[src/rtl/alu_sequencer.sv]
// alu_sequencer -- multi-cycle sequencer for Hack-format instructions driving an
// external combinational ALU.
//
// A-instructions retire in one cycle: A is loaded and pc is advanced.
// C-instructions go through IDLE -> EXEC -> WB.
//   - EXEC presents the operands and control bits to the external ALU and
//     captures its result.
//   - WB commits that result to the A, D and memory destinations and resolves
//     the jump.
//
// Ports:
//   clk, reset                   rising-edge clock, synchronous active-high reset
//   instr[15:0], instr_valid     offered instruction word
//   instr_ready                  high in IDLE (and not in reset): offer is taken
//   zx, nx, zy, ny, f, no        ALU control bits, valid only in EXEC
//   alu_x, alu_y                 ALU operands (D and A/M), zero outside EXEC
//   alu_in                       ALU result
//   m_addr, m_in                 memory address (always A) and its async read data
//   m_wdata, m_we                memory write data and strobe (WB with d[0] only)
//   pc, res_valid                program counter, one-cycle retire pulse
//   a_reg, d_reg                 architectural A and D registers
//   retired                      retire counter (only with ALU_SEQ_RETIRE_CNT_EN)
//
// Build option:
//   ALU_SEQ_RETIRE_CNT_EN        when defined, adds the 16-bit `retired` output,
//                                which counts retire pulses.

module alu_sequencer (
    input  logic        clk,
    input  logic        reset,
    input  logic [15:0] instr,
    input  logic        instr_valid,
    output logic        instr_ready,
    output logic        zx,
    output logic        nx,
    output logic        zy,
    output logic        ny,
    output logic        f,
    output logic        no,
    output logic [15:0] alu_x,
    output logic [15:0] alu_y,
    input  logic [15:0] alu_in,
    output logic [15:0] m_addr,
    input  logic [15:0] m_in,
    output logic [15:0] m_wdata,
    output logic        m_we,
    output logic [15:0] pc,
    output logic        res_valid,
    output logic [15:0] a_reg,
    output logic [15:0] d_reg
`ifdef ALU_SEQ_RETIRE_CNT_EN
    ,
    output logic [15:0] retired
`endif
);

    localparam int DATA_W = 16;

    typedef enum logic [1:0] {IDLE, EXEC, WB} state_t;

    state_t              state, state_n;
    logic [DATA_W-1:0]   a_q, d_q, pc_q;
    logic [DATA_W-1:0]   ir_p0;     // C-instr captured at accept
    logic [DATA_W-1:0]   res_p1;    // ALU result captured in EXEC
    logic                vld_p2;    // retire pulse
    logic                in_exec, in_wb;

    // Hack jump condition on the captured result.
    function automatic logic jump_taken(input logic [DATA_W-1:0] res, input logic [2:0] j);
        logic zr, ng;
        zr = (res == '0);
        ng = res[DATA_W-1];
        return (j[2] & ng) | (j[1] & zr) | (j[0] & ~ng & ~zr);
    endfunction

    // Reset gates the datapath strobes even while the state register still
    // holds EXEC/WB, so an aborted instruction has no visible effect.
    assign in_exec = (state == EXEC) && !reset;
    assign in_wb   = (state == WB) && !reset;

    always_comb begin
        state_n = state;
        case (state)
            IDLE:    if (instr_valid && instr[15]) state_n = EXEC;
            EXEC:    state_n = WB;
            WB:      state_n = IDLE;
            default: state_n = IDLE;
        endcase
    end

    always_comb begin
        instr_ready = 1'b0;
        {zx, nx, zy, ny, f, no} = 6'b0;
        alu_x = '0;
        alu_y = '0;
        m_we  = 1'b0;
        if (state == IDLE && !reset) instr_ready = 1'b1;
        if (in_exec) begin
            {zx, nx, zy, ny, f, no} = ir_p0[11:6];
            alu_x = d_q;
            alu_y = ir_p0[12] ? m_in : a_q;
        end
        if (in_wb) m_we = ir_p0[3];
    end

    // m_addr stays on the pre-update A through WB, so a memory write lands at
    // the old A even when A is also a destination of the same instruction.
    assign m_addr    = a_q;
    assign m_wdata   = res_p1;
    assign pc        = pc_q;
    assign a_reg     = a_q;
    assign d_reg     = d_q;
    assign res_valid = vld_p2;

    always_ff @(posedge clk) begin
        if (reset) begin
            state  <= IDLE;
            a_q    <= '0;
            d_q    <= '0;
            pc_q   <= '0;
            ir_p0  <= '0;
            res_p1 <= '0;
            vld_p2 <= 1'b0;
        end else begin
            state  <= state_n;
            vld_p2 <= 1'b0;
            case (state)
                // stage: accept
                IDLE: begin
                    if (instr_valid) begin
                        if (!instr[15]) begin
                            a_q    <= {1'b0, instr[14:0]};
                            pc_q   <= pc_q + 16'd1;
                            vld_p2 <= 1'b1;
                        end else begin
                            ir_p0 <= instr;
                        end
                    end
                end
                // stage: execute
                EXEC: res_p1 <= alu_in;
                // stage: write-back; jump target is the A value before this update
                WB: begin
                    if (ir_p0[5]) a_q <= res_p1;
                    if (ir_p0[4]) d_q <= res_p1;
                    pc_q   <= jump_taken(res_p1, ir_p0[2:0]) ? a_q : pc_q + 16'd1;
                    vld_p2 <= 1'b1;
                end
                default: ;
            endcase
        end
    end

`ifdef ALU_SEQ_RETIRE_CNT_EN
    always_ff @(posedge clk) begin
        if (reset)       retired <= '0;
        else if (vld_p2) retired <= retired + 16'd1;
    end
`endif

endmodule

[config.mk]
export PLATFORM = sky130hd
export DESIGN_NAME = alu_sequencer
export DESIGN_NICKNAME = d
export VERILOG_FILES = /design/src/rtl/alu_sequencer.sv
export SDC_FILE = /design/constraint.sdc
export NUM_CORES = 1
export LEC_CHECK = 0
export ABC_AREA = 1
export BUFFER_PORTS_ARGS = -buffer_cell sky130_fd_sc_hd__buf_2
export CORE_MARGIN = 4
export CORE_UTILIZATION = 25
export CTS_BUF_LIST = sky130_fd_sc_hd__clkbuf_16
export DETAILED_ROUTE_END_ITERATION = 7
export HOLD_SLACK_MARGIN = 0.03
export SLEW_MARGIN = 10
export SYNTH_ARGS = -nofsm -noshare
export SYNTH_HDL_FRONTEND = slang
export SYNTH_SLANG_ARGS = --single-unit
[constraint.sdc]
create_clock -name clk -period 1.85 [get_ports clk]
set_input_delay 0.37 -clock clk [delete_from_list [all_inputs] [get_ports clk]]
set_output_delay 0.37 -clock clk [all_outputs]
set_load 0.01 [all_outputs]
Yosys cells after proc, flatten, opt, wreduce, memory -nomap -nowiden:

Cells that the tools add are included.

* input bits: 51
* flip-flop bits (word level): 80
* output and inout port bits: 121
* logic and storage cells: 58

* multiplexer cells: 24
* $add $sub $neg: 1
* bitwise operators: 8
* equality and inequality tests: 6
* reduce and logical (&&, ||, !) cells: 12

Operators with widths (count)
* 2-to-1 mux 16 bit: 9
* case mux 16 bit (2 select lines): 2
* adder 16 x 1 -> 16 bit (second input constant): 1
* logical NOT 16 bit: 1
* 2-to-1 mux 1 bit: 10
* inequality test 2 bit (second input constant): 4
* AND reduction 3 bit: 2
* bitwise AND 1 bit: 4
* logical AND 1 bit: 4
* case mux 2 bit (2 select lines): 1
* AND reduction 4 bit: 1
* equality test 2 x 1 -> 1 bit (second input constant): 1
* equality test 2 bit (second input constant): 1
* logical NOT 2 bit: 1
* 2-to-1 mux 2 bit: 1
* inverter 1 bit: 2
* bitwise OR 1 bit: 2
* case mux 1 bit (2 select lines): 1
* AND reduction 2 bit: 1
* nonzero test 2 bit: 1
* logical NOT 1 bit: 1

Longest topological paths before layout:

* depth in word-level cells: 6
* gate-level depth with buffers: 12

Least setup slack after synthesis:

No wires, ideal clock.

* kind: register to output
* start point: register state[0]
* end point: output port alu_x[0]
* path slack: 0.178 ns
* arrival: 1.302 ns
* cell stages (with the launch flop): 9
* buffers on the path: 2
* cell sequence: dfxtp_1 -> inv_2 -> nor2_4 -> inv_2 -> nor2_4 -> inv_2 -> buf_2 -> buf_2 -> nor2_1

* longest elaborated chain between the ends: 3

Ends and longest elaborated chain
* start: declaration: RTL line 61 `state_t state, state_n;`
* start signal: assignment: RTL line 125 `state <= state_n;`
* equality test 2 x 1 -> 1 bit: RTL line 78 `assign in_exec = (state == EXEC) && !reset;`
* logical AND 1 bit: RTL line 78
* 2-to-1 mux 16 bit: RTL line 98 `if (in_exec) begin`
* end: declaration: RTL line 40 `output logic [15:0] alu_x,`

No other way between the ends.

Final worst setup path:

* start point: register state[0]
* end point: output port alu_y[15]

* longest elaborated chain between the ends: 3

Ends and longest elaborated chain
* equality test 2 x 1 -> 1 bit: RTL line 78
* logical AND 1 bit: RTL line 78
* 2-to-1 mux 16 bit: RTL line 98
* end: declaration: RTL line 41 `output logic [15:0] alu_y,`

No other way between the ends.

==> flow_summary.ini <==
[global_route]
grt_overflow = 0
grt_pass1_vias = 3938
grt_pass1_wl_um = 22000
antenna_found_initial = 1
grt_use_total = 0.156
grt_start_max_net_pins = 39

[logic_synthesis]
netlist_top_cells_area = dfxtp_1 40%, nor2_1 9.7%, nand2_1 8.7%
yosys-top-cells-count = 103 x nor2_1, 92 x nand2_1, 80 x dfxtp_1, 69 x o21ai_0, 53 x a21oi_1
async_reset_ff_frac = 0
syn_inst = 583
synth_top_area_cell = dfxtp_1
yosys.cell_count.top_type = nor2_1
syn_area_per_cell_um2 = 6.81
synth_nets = 635
yosysSeqAreaShare = 0.403
synth_top_area_frac = 0.403
ys_types = 29
synth_edf_count = 0
dominantRegCellSynth = dfxtp_1
synth_area_mm2 = 0.00397
yosys_register_bits = 80
yosys_warnings = 0

[timing]
fin_tns_setup_ps = 0
worst_slack_ps = 18.1
finClkSkew_ps = 6.31
maxSlewViolCount = 0
layout_min_cycle_time_ps = 1830
rsz0062_at_grt = yes
worstMarginPinSlew_ps = 401
slew_headroom = 0.730
setup-violations-final = 0
fmax_mhz = 546
hold_violations = 0
post-route-period-util = 0.990

[place]
postPlaceCellArea_mm2 = 0.00510
dp_slack_ps = 78.2
dp.cells = 950
dpl.hpwl_um = 10900
finalWeightedCongestion = 0.816
port_buffers = 171

[cts]
tritoncts = yes
worstSkewPairLatency_ps = 340
htreeDepth = 3
holdBufCountCts = 0
post_cts_buffers = 0
root_buffer = clkbuf_16
cts_buffers = 9
clock_sinks = 80
cts.clk_slew.worst_paths_ps = 60
clk_path_buf_depth = 2

[worst_setup_path]
crit_cells = 7
slowest_delay_ps = 340
worstSetupEndpointType = output pin
reg2regPathDepth = 8
startpoint_type = flop
cp_cell_sequence = inv_2, nor2_4, inv_2, nor2_4, inv_8, a21oi_1, buf_2
crit_buf_inv = 4
cp_slowest_cell = dfxtp_1
crit_family = buffers and inverters
r2r_slack_ps = 200
crit_fanout = 38
cp.arrival_ps = 1460
worst-endpoint-required_ps = 1480
worstSetupPathType = reg -> out

[floorplanning]
die_height_um = 134
num_rows = 45
io_pins = 172
dieWidth_um = 134
start_util = 0.258
dieArea_mm2 = 0.0180
fp.coreArea_mm2 = 0.0154

[drt]
ant_nets = 0
vias_per_cell = 4.47
wl_per_cell_um = 14.8
drt-total-wl_um = 14300
drc = 0
vias = 4320
drt_pass1_iterations = 4
drt_iter0_drc = 210

[hold_path]
hold-path-cell-count = 2
hold_class = in -> reg

[power]
ir_drop_mv = 0.460
p_leak_uw = 0.00263
powerDensity_mw_per_mm2 = 785

[layout]
nNetsFinal = 802
syn2layout_area_growth_pct = 35.5
postLayoutCellArea_mm2 = 0.00538
instances_no_fill = 966
utilization = 0.350
drive_gt1_frac = 0.319
num_antenna_cells = 0

[outcome]
status = completed

[job]
maxCapViolCount = 0
[where the power goes]
| group | switching (uW) | total [uW] | internal, uW |
|---|---|---|---|
| Sequential | 99.7 | 1920 | 1820 |
| Combinational | 410 | 697 | 286 |
| Clock | 721 | 1610 | 885 |
| Total | 1230 | 4220 | 2990 |
[cell type report]
cell class              instances  area, um^2
multi-input cells             397        1880
fillers                      1695        9990
well taps                     211         264
inverters                      56         221
clock buffers                   9         225
flip-flops and latches         80        1600
repair buffers                206        1160
clock inverters                 7        31.3
[path summary, 6_finish.rpt]
kind / start / to
worst min register to register: ir_p0[10]$_SDFFE_PP0P_ / ir_p0[10]$_SDFFE_PP0P_
worst max-delay path: state[0]$_SDFFE_PP0P_ / alu_y[15]
worst max register to register: state[0]$_SDFFE_PP0P_ / pc[15]$_SDFFE_PP0P_
worst min-delay path: reset / state[1]$_SDFFE_PP0P_
[through the flow]
stage | total power, uW | hold WS (ps)
2_1_floorplan | 2340 | 430
3_3_place_gp | 2650 | 440
3_5_place_dp | 2660 | 446
4_1_cts | 4270 | 242
5_1_grt | 4440 | 239
6_report | 4220 | 253
[logic make-up after synthesis]
group           after synthesis  share of synthesized area
xor+xnor                     12                     0.0265
buf+inv                     106                      0.126
fa+ha+maj                     1                    0.00315
compound gates              155                      0.204
flops                        80                      0.403
simple gates                229                      0.238
[layout by cell type, fill, tap and decap left out, types with 2 or more instances in the layout]
cell	synthesis	layout
inv_1	50	50
nand4_1	3	3
a31oi_1	15	15
buf_4	16	32
a21oi_1	53	52
o21ai_1	15	15
dfxtp_1	80	79
clkinv_2	0	4
nand3_1	18	18
xor2_1	6	6
xnor2_1	6	6
nor3_1	3	2
buf_12	0	3
o21ai_0	69	69
buf_2	9	171
inv_2	6	6
nand2_1	92	92
or2_2	3	3
nor2_1	103	103
nor2_4	3	3
clkbuf_16	0	9
[metal layers]
layer,vias to the layer above,GRT usage,share of wire
met5,-,0,0.00049
met2,150,0.255,0.46
met1,1950,0.202,0.45
li1,2203,-,-
met3,15,0.0503,0.077
met4,2,0.0362,0.011
[repair_timing]
item,in CTS,in global routing
endpoints found under the hold margin,0,0
gates cloned,0,0
endpoints found under the setup margin,38,39
gates resized for setup,2,5
Power figures use the tool's default switching activity.
